**config.mk**
```make
export PLATFORM = sky130hd
export DESIGN_NAME = serial_subtractor
export DESIGN_NICKNAME = d
export VERILOG_FILES = /design/src/rtl/serial_subtractor.sv
export SDC_FILE = /design/constraint.sdc
export NUM_CORES = 1
export LEC_CHECK = 0
export BUFFER_PORTS_ARGS = -buffer_cell sky130_fd_sc_hd__buf_2
export CORE_AREA = 2 2 61 63
export DETAILED_ROUTE_END_ITERATION = 16
export DIE_AREA = 0 0 63 65
export PLACE_DENSITY = 0.71
export SYNTH_ARGS = -nofsm -noshare
export SYNTH_HDL_FRONTEND = slang
export SYNTH_SLANG_ARGS = --single-unit
export TNS_END_PERCENT = 1
```
**constraint.sdc**
```tcl
create_clock -name clk -period 2.4 [get_ports clk]
set_input_delay 0 -clock clk [delete_from_list [all_inputs] [get_ports clk]]
set_output_delay 0 -clock clk [all_outputs]
set_load 0.01 [all_outputs]
```
**src/rtl/serial_subtractor.sv**
```systemverilog
// Bit-serial two's-complement subtractor (diff = a - b), one bit per clock, LSB first.
// Optional signed-overflow output ovf is enabled by defining SERIAL_SUB_OVF_EN.
module serial_subtractor #(
   parameter int unsigned WIDTH = 8
) (
   input  logic             clk,
   input  logic             rst,
   input  logic             start,
   input  logic [WIDTH-1:0] a,
   input  logic [WIDTH-1:0] b,
   output logic [WIDTH-1:0] diff,
   output logic             bout,
`ifdef SERIAL_SUB_OVF_EN
   output logic             ovf,
`endif
   output logic             busy,
   output logic             done
);

   localparam int unsigned CW = (WIDTH > 1) ? $clog2(WIDTH) : 1;
   localparam logic [CW-1:0] LAST_BIT = CW'(WIDTH - 1);

   typedef enum logic [1:0] {
      IDLE = 2'd0,
      RUN  = 2'd1,
      DONE = 2'd2
   } state_t;

   state_t           state;
   logic [WIDTH-1:0] sh_a;
   logic [WIDTH-1:0] sh_b;
   logic [WIDTH-1:0] res;
   logic [CW-1:0]    cnt;
   logic             br;

   logic             a0;
   logic             b0;
   logic             d;
   logic             br_next;
   logic [WIDTH-1:0] res_next;
   logic             accept;

`ifdef SERIAL_SUB_OVF_EN
   logic             a_msb;
   logic             b_msb;
`endif

   // One full-subtractor slice; the result register fills from the MSB end.
   always_comb begin
      a0       = sh_a[0];
      b0       = sh_b[0];
      d        = a0 ^ b0 ^ br;
      br_next  = (~a0 & b0) | (~(a0 ^ b0) & br);
      res_next = res >> 1;
      res_next[WIDTH-1] = d;
      accept   = start && ((state == IDLE) || (state == DONE));
   end

   always_ff @(posedge clk) begin
      if (rst) begin
         state <= IDLE;
         sh_a  <= '0;
         sh_b  <= '0;
         res   <= '0;
         cnt   <= '0;
         br    <= 1'b0;
         diff  <= '0;
         bout  <= 1'b0;
         busy  <= 1'b0;
         done  <= 1'b0;
`ifdef SERIAL_SUB_OVF_EN
         ovf   <= 1'b0;
         a_msb <= 1'b0;
         b_msb <= 1'b0;
`endif
      end else begin
         case (state)
            IDLE, DONE: begin
               done <= 1'b0;
               if (accept) begin
                  sh_a  <= a;
                  sh_b  <= b;
                  res   <= '0;
                  cnt   <= '0;
                  br    <= 1'b0;
                  busy  <= 1'b1;
                  state <= RUN;
`ifdef SERIAL_SUB_OVF_EN
                  a_msb <= a[WIDTH-1];
                  b_msb <= b[WIDTH-1];
`endif
               end else begin
                  state <= IDLE;
               end
            end
            RUN: begin
               sh_a <= sh_a >> 1;
               sh_b <= sh_b >> 1;
               res  <= res_next;
               br   <= br_next;
               cnt  <= cnt + 1'b1;
               if (cnt == LAST_BIT) begin
                  // Publish only the completed word so diff never shows partial results.
                  diff  <= res_next;
                  bout  <= br_next;
                  busy  <= 1'b0;
                  done  <= 1'b1;
                  state <= DONE;
`ifdef SERIAL_SUB_OVF_EN
                  ovf   <= (a_msb != b_msb) && (d != a_msb);
`endif
               end
            end
            default: begin
               state <= IDLE;
               busy  <= 1'b0;
               done  <= 1'b0;
            end
         endcase
      end
   end

endmodule

```
## Yosys cells after proc, flatten, opt, wreduce, memory -nomap -nowiden

Index checks and enable logic that the tools add are counted.

- Bitwise logic cells: 8
- Eq/ne operators: 5
- Multiplexer cells: 16
- Add/subtract/negate cells: 1
- Reduce and logical (&&, ||, !) cells: 9

Operator list:

| kind | number |
|---|---|
| 8-bit case mux with 2 select lines | 3 |
| 8-bit 2-to-1 mux | 3 |
| 3-bit case mux with 2 select lines | 1 |
| 2-bit AND reduction | 3 |
| 1-bit 2-to-1 mux | 4 |
| 2-bit inequality test, second input constant | 2 |
| 1-bit case mux with 2 select lines | 2 |
| 2-bit case mux with 2 select lines | 1 |
| 2-bit OR reduction | 2 |
| 3-bit by 1-bit adder with 3-bit output, second input constant | 1 |
| 3-bit == test, second input constant | 1 |
| 3-bit 2-to-1 mux | 1 |
| 1-bit NOT | 3 |
| 1-bit AND | 2 |
| 2-bit by 1-bit == test with 1-bit output, second input constant | 1 |
| 2-bit == test, second input constant | 1 |
| 2-bit zero test | 1 |
| 2-bit 2-to-1 mux | 1 |
| 2-bit nonzero test | 1 |
| 1-bit bitwise XOR | 2 |
| 1-bit logical AND | 1 |
| 1-bit logical OR | 1 |
| 1-bit OR | 1 |

- Bits of input ports: 19
- Register bits: 41
- Logic and storage cells: 49
- Output and inout bits: 11

## Longest topological paths before layout

- Depth in word-level cells: 5
- Depth in mapped cells: 5

## Worst setup path before layout

Ideal clock, no wire load.

- Path type: register -> register
- From: reg cnt[0]
- To: reg diff[3]
- Slack: 1162 ps
- Setup time: 73 ps
- Arrival time: 1165 ps
- Buffers on the path: 1
- Data required time: 2327 ps
- Stages on the path, launching flop included: 6
- Cell sequence: dfxtp_1 -> ha_1 -> ha_1 -> buf_1 -> nand3_1 -> a21oi_1

- Word-level cells in the longest chain between the ends: 2

RTL lines:

| what | RTL line | source |
|---|---|---|
| start: declaration | 33 | `logic [CW-1:0] cnt;` |
| start signal: assignment | 101 | `cnt <= cnt + 1'b1;` |
| 3-bit == test | 102 | `if (cnt == LAST_BIT) begin` |
| 2-bit AND reduction (no source line) | n/a |  |
| end signal: assignment | 104 | `diff <= res_next;` |
| end: declaration | 11 | `output logic [WIDTH-1:0] diff,` |

No other way between the ends.
A chain may end at the register's enable or synchronous reset.

## Final worst setup path

- From: reg cnt[0]
- To: reg diff[1]

Same word-level chain as after synthesis.

==> flow_metrics.py <==
metrics = {
    "place": {
        "dp_cells": 244,
        "place_ws_ps": 683,
        "portBuffers": 29,
        "hpwl_um": 1990,
        "routabilityCongestion": 0.765,
        "placed_area_mm2": 0.00178,
    },
    "global_route": {
        "grtUsageMet3": 0.0573,
        "track_usage": 0.184,
        "grt_busiest_layer": "met2",
        "antenna_found_initial": 0,
        "groute.layer.met2.usage": 0.290,
        "grt_max_degree": 41,
        "use_met1": 0.234,
        "grt_remaining_overflow": 0,
        "grt_pass1_wl_um": 5820,
        "grt_pass1_vias": 1257,
    },
    "power_and_ir_drop": {
        "power_frac_seq": 0.570,
        "intPower_w": 0.000920,
        "p_sw_frac": 0.268,
        "combinationalPowerShare": 0.146,
        "power.density_mw_per_mm2": 629,
        "ir_worst_vdd_v": 0.000387,
        "netSwitchingPower_w": 0.000338,
        "p_clk_frac": 0.284,
        "p_leak_nw": 0.740,
        "p_total_w": 0.00126,
    },
    "worst_hold_path": {
        "worst_hold_path_type": "primary input to register",
    },
    "synthesis": {
        "syn_nets": 203,
        "synth_top_family_by_area": "simple AND/OR/NAND/NOR gates",
        "yosys_register_bits": 40,
        "synth_compound_area_frac": 0.162,
        "synth_adder_area_share": 0.0272,
        "ys_types": 27,
        "syn_area_mm2": 0.00166,
        "synthFlopType": "dfxtp_1",
        "seq_area_frac_synth": 0.483,
        "yosys.area_share.simple": 0.251,
        "synthXorXnorAreaFrac": 0,
        "synth_mux_area_frac": 0,
        "async_flop_share": 0,
        "syn_inst": 181,
        "syn_avg_cell_area_um2": 9.15,
        "synth_edf_count": 0,
        "ys.warnings.count": 0,
    },
    "route": {
        "vias_per_cell": 5.30,
        "drc": 0,
        "wirelength_um": 3410,
        "drt_iter0_markers": 93,
        "wl_per_cell_um": 12.7,
        "dr.pass1.iters": 4,
        "ant_nets": 0,
        "vias": 1420,
    },
    "layout": {
        "fin_area_mm2": 0.00200,
        "regArea_um2": 801,
        "multi_input_area_um2": 729,
        "diodes": 0,
        "fin_nets": 241,
        "fillers": 340,
        "drive_above_1_share": 0.264,
        "stdcell_count": 268,
        "syn_to_final_growth_pct": 20.7,
    },
    "sta": {
        "tightest_slew_ps": 1140,
        "fmax_mhz": 573,
        "setup_tns_ps": 0,
        "final_period_minus_worst_setup_slack_ps": 1750,
        "fin_ws_ps": 655,
        "grt_setup_unrepaired": "no",
        "period_share": 0.727,
        "skew_ps": 4.75,
        "drv_slew": 0,
        "relSlewSlack": 0.240,
        "hold_viol": 0,
        "setup_violations": 0,
    },
    "setup_path": {
        "worstPathArrival_ps": 1950,
        "cp.buffers_inverters": 0,
        "cp_cell_sequence": "ha_1, ha_1, nand3b_1, nand2_1, a21oi_1",
        "slowest_delay_ps": 460,
        "cp_max_fo": 14,
        "critical_path.top_delay_family": "adder cells",
        "crit_top_cell": "ha_1",
        "crit_type": "register to register",
        "cp.required_ps": 2610,
        "cp-start-kind": "register",
        "crit_slowest_cell": "ha_1",
        "setup.worst_path.end_class": "register",
    },
    "clock_tree": {
        "cts_inserted_buffers": 5,
        "clkSinkCount": 40,
        "clockBufferDepth": 2,
        "cts_tree": "built",
        "insertion_delay_ps": 350,
        "clkSlewWorstSetupHoldPaths_ps": 120,
        "root_buffer": "clkbuf_4",
        "htreeDepth": 2,
    },
    "floorplanning": {
        "die_y_um": 65,
        "start_util": 0.474,
        "rows": 22,
        "pin_count": 30,
        "die_w_um": 63,
        "coreArea_mm2": 0.00350,
        "dieArea_mm2": 0.00410,
    },
    "run": {
        "cap_viol_max_count": 0,
    },
    "outcome": {
        "outcome": "completed",
    },
}
## synth_stat cells (2+ instances only)
master    count  area [um2]
buf_6         6        67.6
buf_1         2        7.51
nand2b_1      3        18.8
nor3_1       27         135
a21oi_2       8        70.1
nand3_1      13        65.1
a21oi_1      15        75.1
nand2_1      19        71.3
clkbuf_1      3        11.3
inv_1         2        7.51
nor2_1        4        15.0
buf_2         4        20.0
nand3_2       8        80.1
o22ai_1      14        87.6
dfxtp_1      40         801
ha_1          2        25.0
## sequential cells by signal, indices dropped and copies added, names as in the netlist
| register | cells |
|---|---|
| bout | 1 |
| br | 1 |
| busy | 1 |
| cnt | 3 |
| diff | 8 |
| done | 1 |
| res | 7 |
| sh_a | 8 |
| sh_b | 8 |
| state | 2 |
## final cells by class
| cell class | count | area share |
|---|---|---|
| clock inverter | 2 | 0.00501 |
| sequential | 40 | 0.401 |
| inverter | 2 | 0.00375 |
| timing repair buffer | 48 | 0.170 |
| clock buffer | 6 | 0.0257 |
| multi-input combinational | 122 | 0.365 |
| tap | 48 | 0.0300 |
## cell families (layout without fill, tap and decap cells)
kind of cell             count (synthesis)  after routing
AND/OR/NAND/NOR                         78             78
AO/OA/AOI/OAI                           41             41
flip-flops                              40             40
buffers and inverters                   19             58
adder cells (fa/ha/maj)                  3              3
## power groups by stage
stage	clock [W]	combinational, W	sequential, W
2_1_floorplan	0	0.000137	0.000728
3_3_place_gp	0	0.000161	0.000731
3_5_place_dp	0	0.000162	0.000731
4_1_cts	0.000365	0.000183	0.000716
5_1_grt	0.000400	0.000204	0.000721
6_report	0.000357	0.000184	0.000717
## metrics by stage
stage	util	hold slack, ps
after global placement	0.509	250
after floorplan	-	145
after detailed placement	0.509	252
after CTS	0.572	206
final	0.572	210
after global routing	0.572	223
## path summary, 6_finish.rpt
path / start / end / slack, ps / cells after the start
max: cnt[0] / diff[1] / 650 / 5
min: rst / busy / 210 / 2
max reg2reg: cnt[0] / diff[1] / 650 / 5
min reg2reg: diff[7] / diff[7] / 460 / 2
## metal layers
layer  wire, um  share of wire
met1       1630           0.48
met2       1550           0.45
met3        180          0.053
met4         51          0.015
met5          0              0
## layout by cell type (no fill, tap or decap), types with 2 or more instances in the layout
| cell | instances |
|---|---|
| a21oi_1 | 15 |
| dlygate4sd3_1 | 16 |
| nand2b_1 | 3 |
| nand2_1 | 19 |
| dfxtp_1 | 40 |
| buf_4 | 2 |
| o22ai_1 | 14 |
| clkbuf_4 | 5 |
| ha_1 | 2 |
| clkinv_2 | 2 |
| nor3_1 | 27 |
| nand3_1 | 13 |
| nor2_1 | 4 |
| a21oi_2 | 8 |
| buf_2 | 29 |
| inv_1 | 2 |
| nand3_2 | 8 |
## worst register-to-register path, stage by stage, from the launching register on
cell	delay [ps]
dfxtp_1	360
ha_1	150
ha_1	460
nand3b_1	390
nand2_1	160
a21oi_1	80
## what timing repair did
item / in CTS / in global routing
buffers inserted: 0 / 0
hold endpoints to repair: 16 / 0
resized for setup: 0 / 0
hold buffers: 16 / 0
Note: power is estimated with default switching activity, not from simulation.
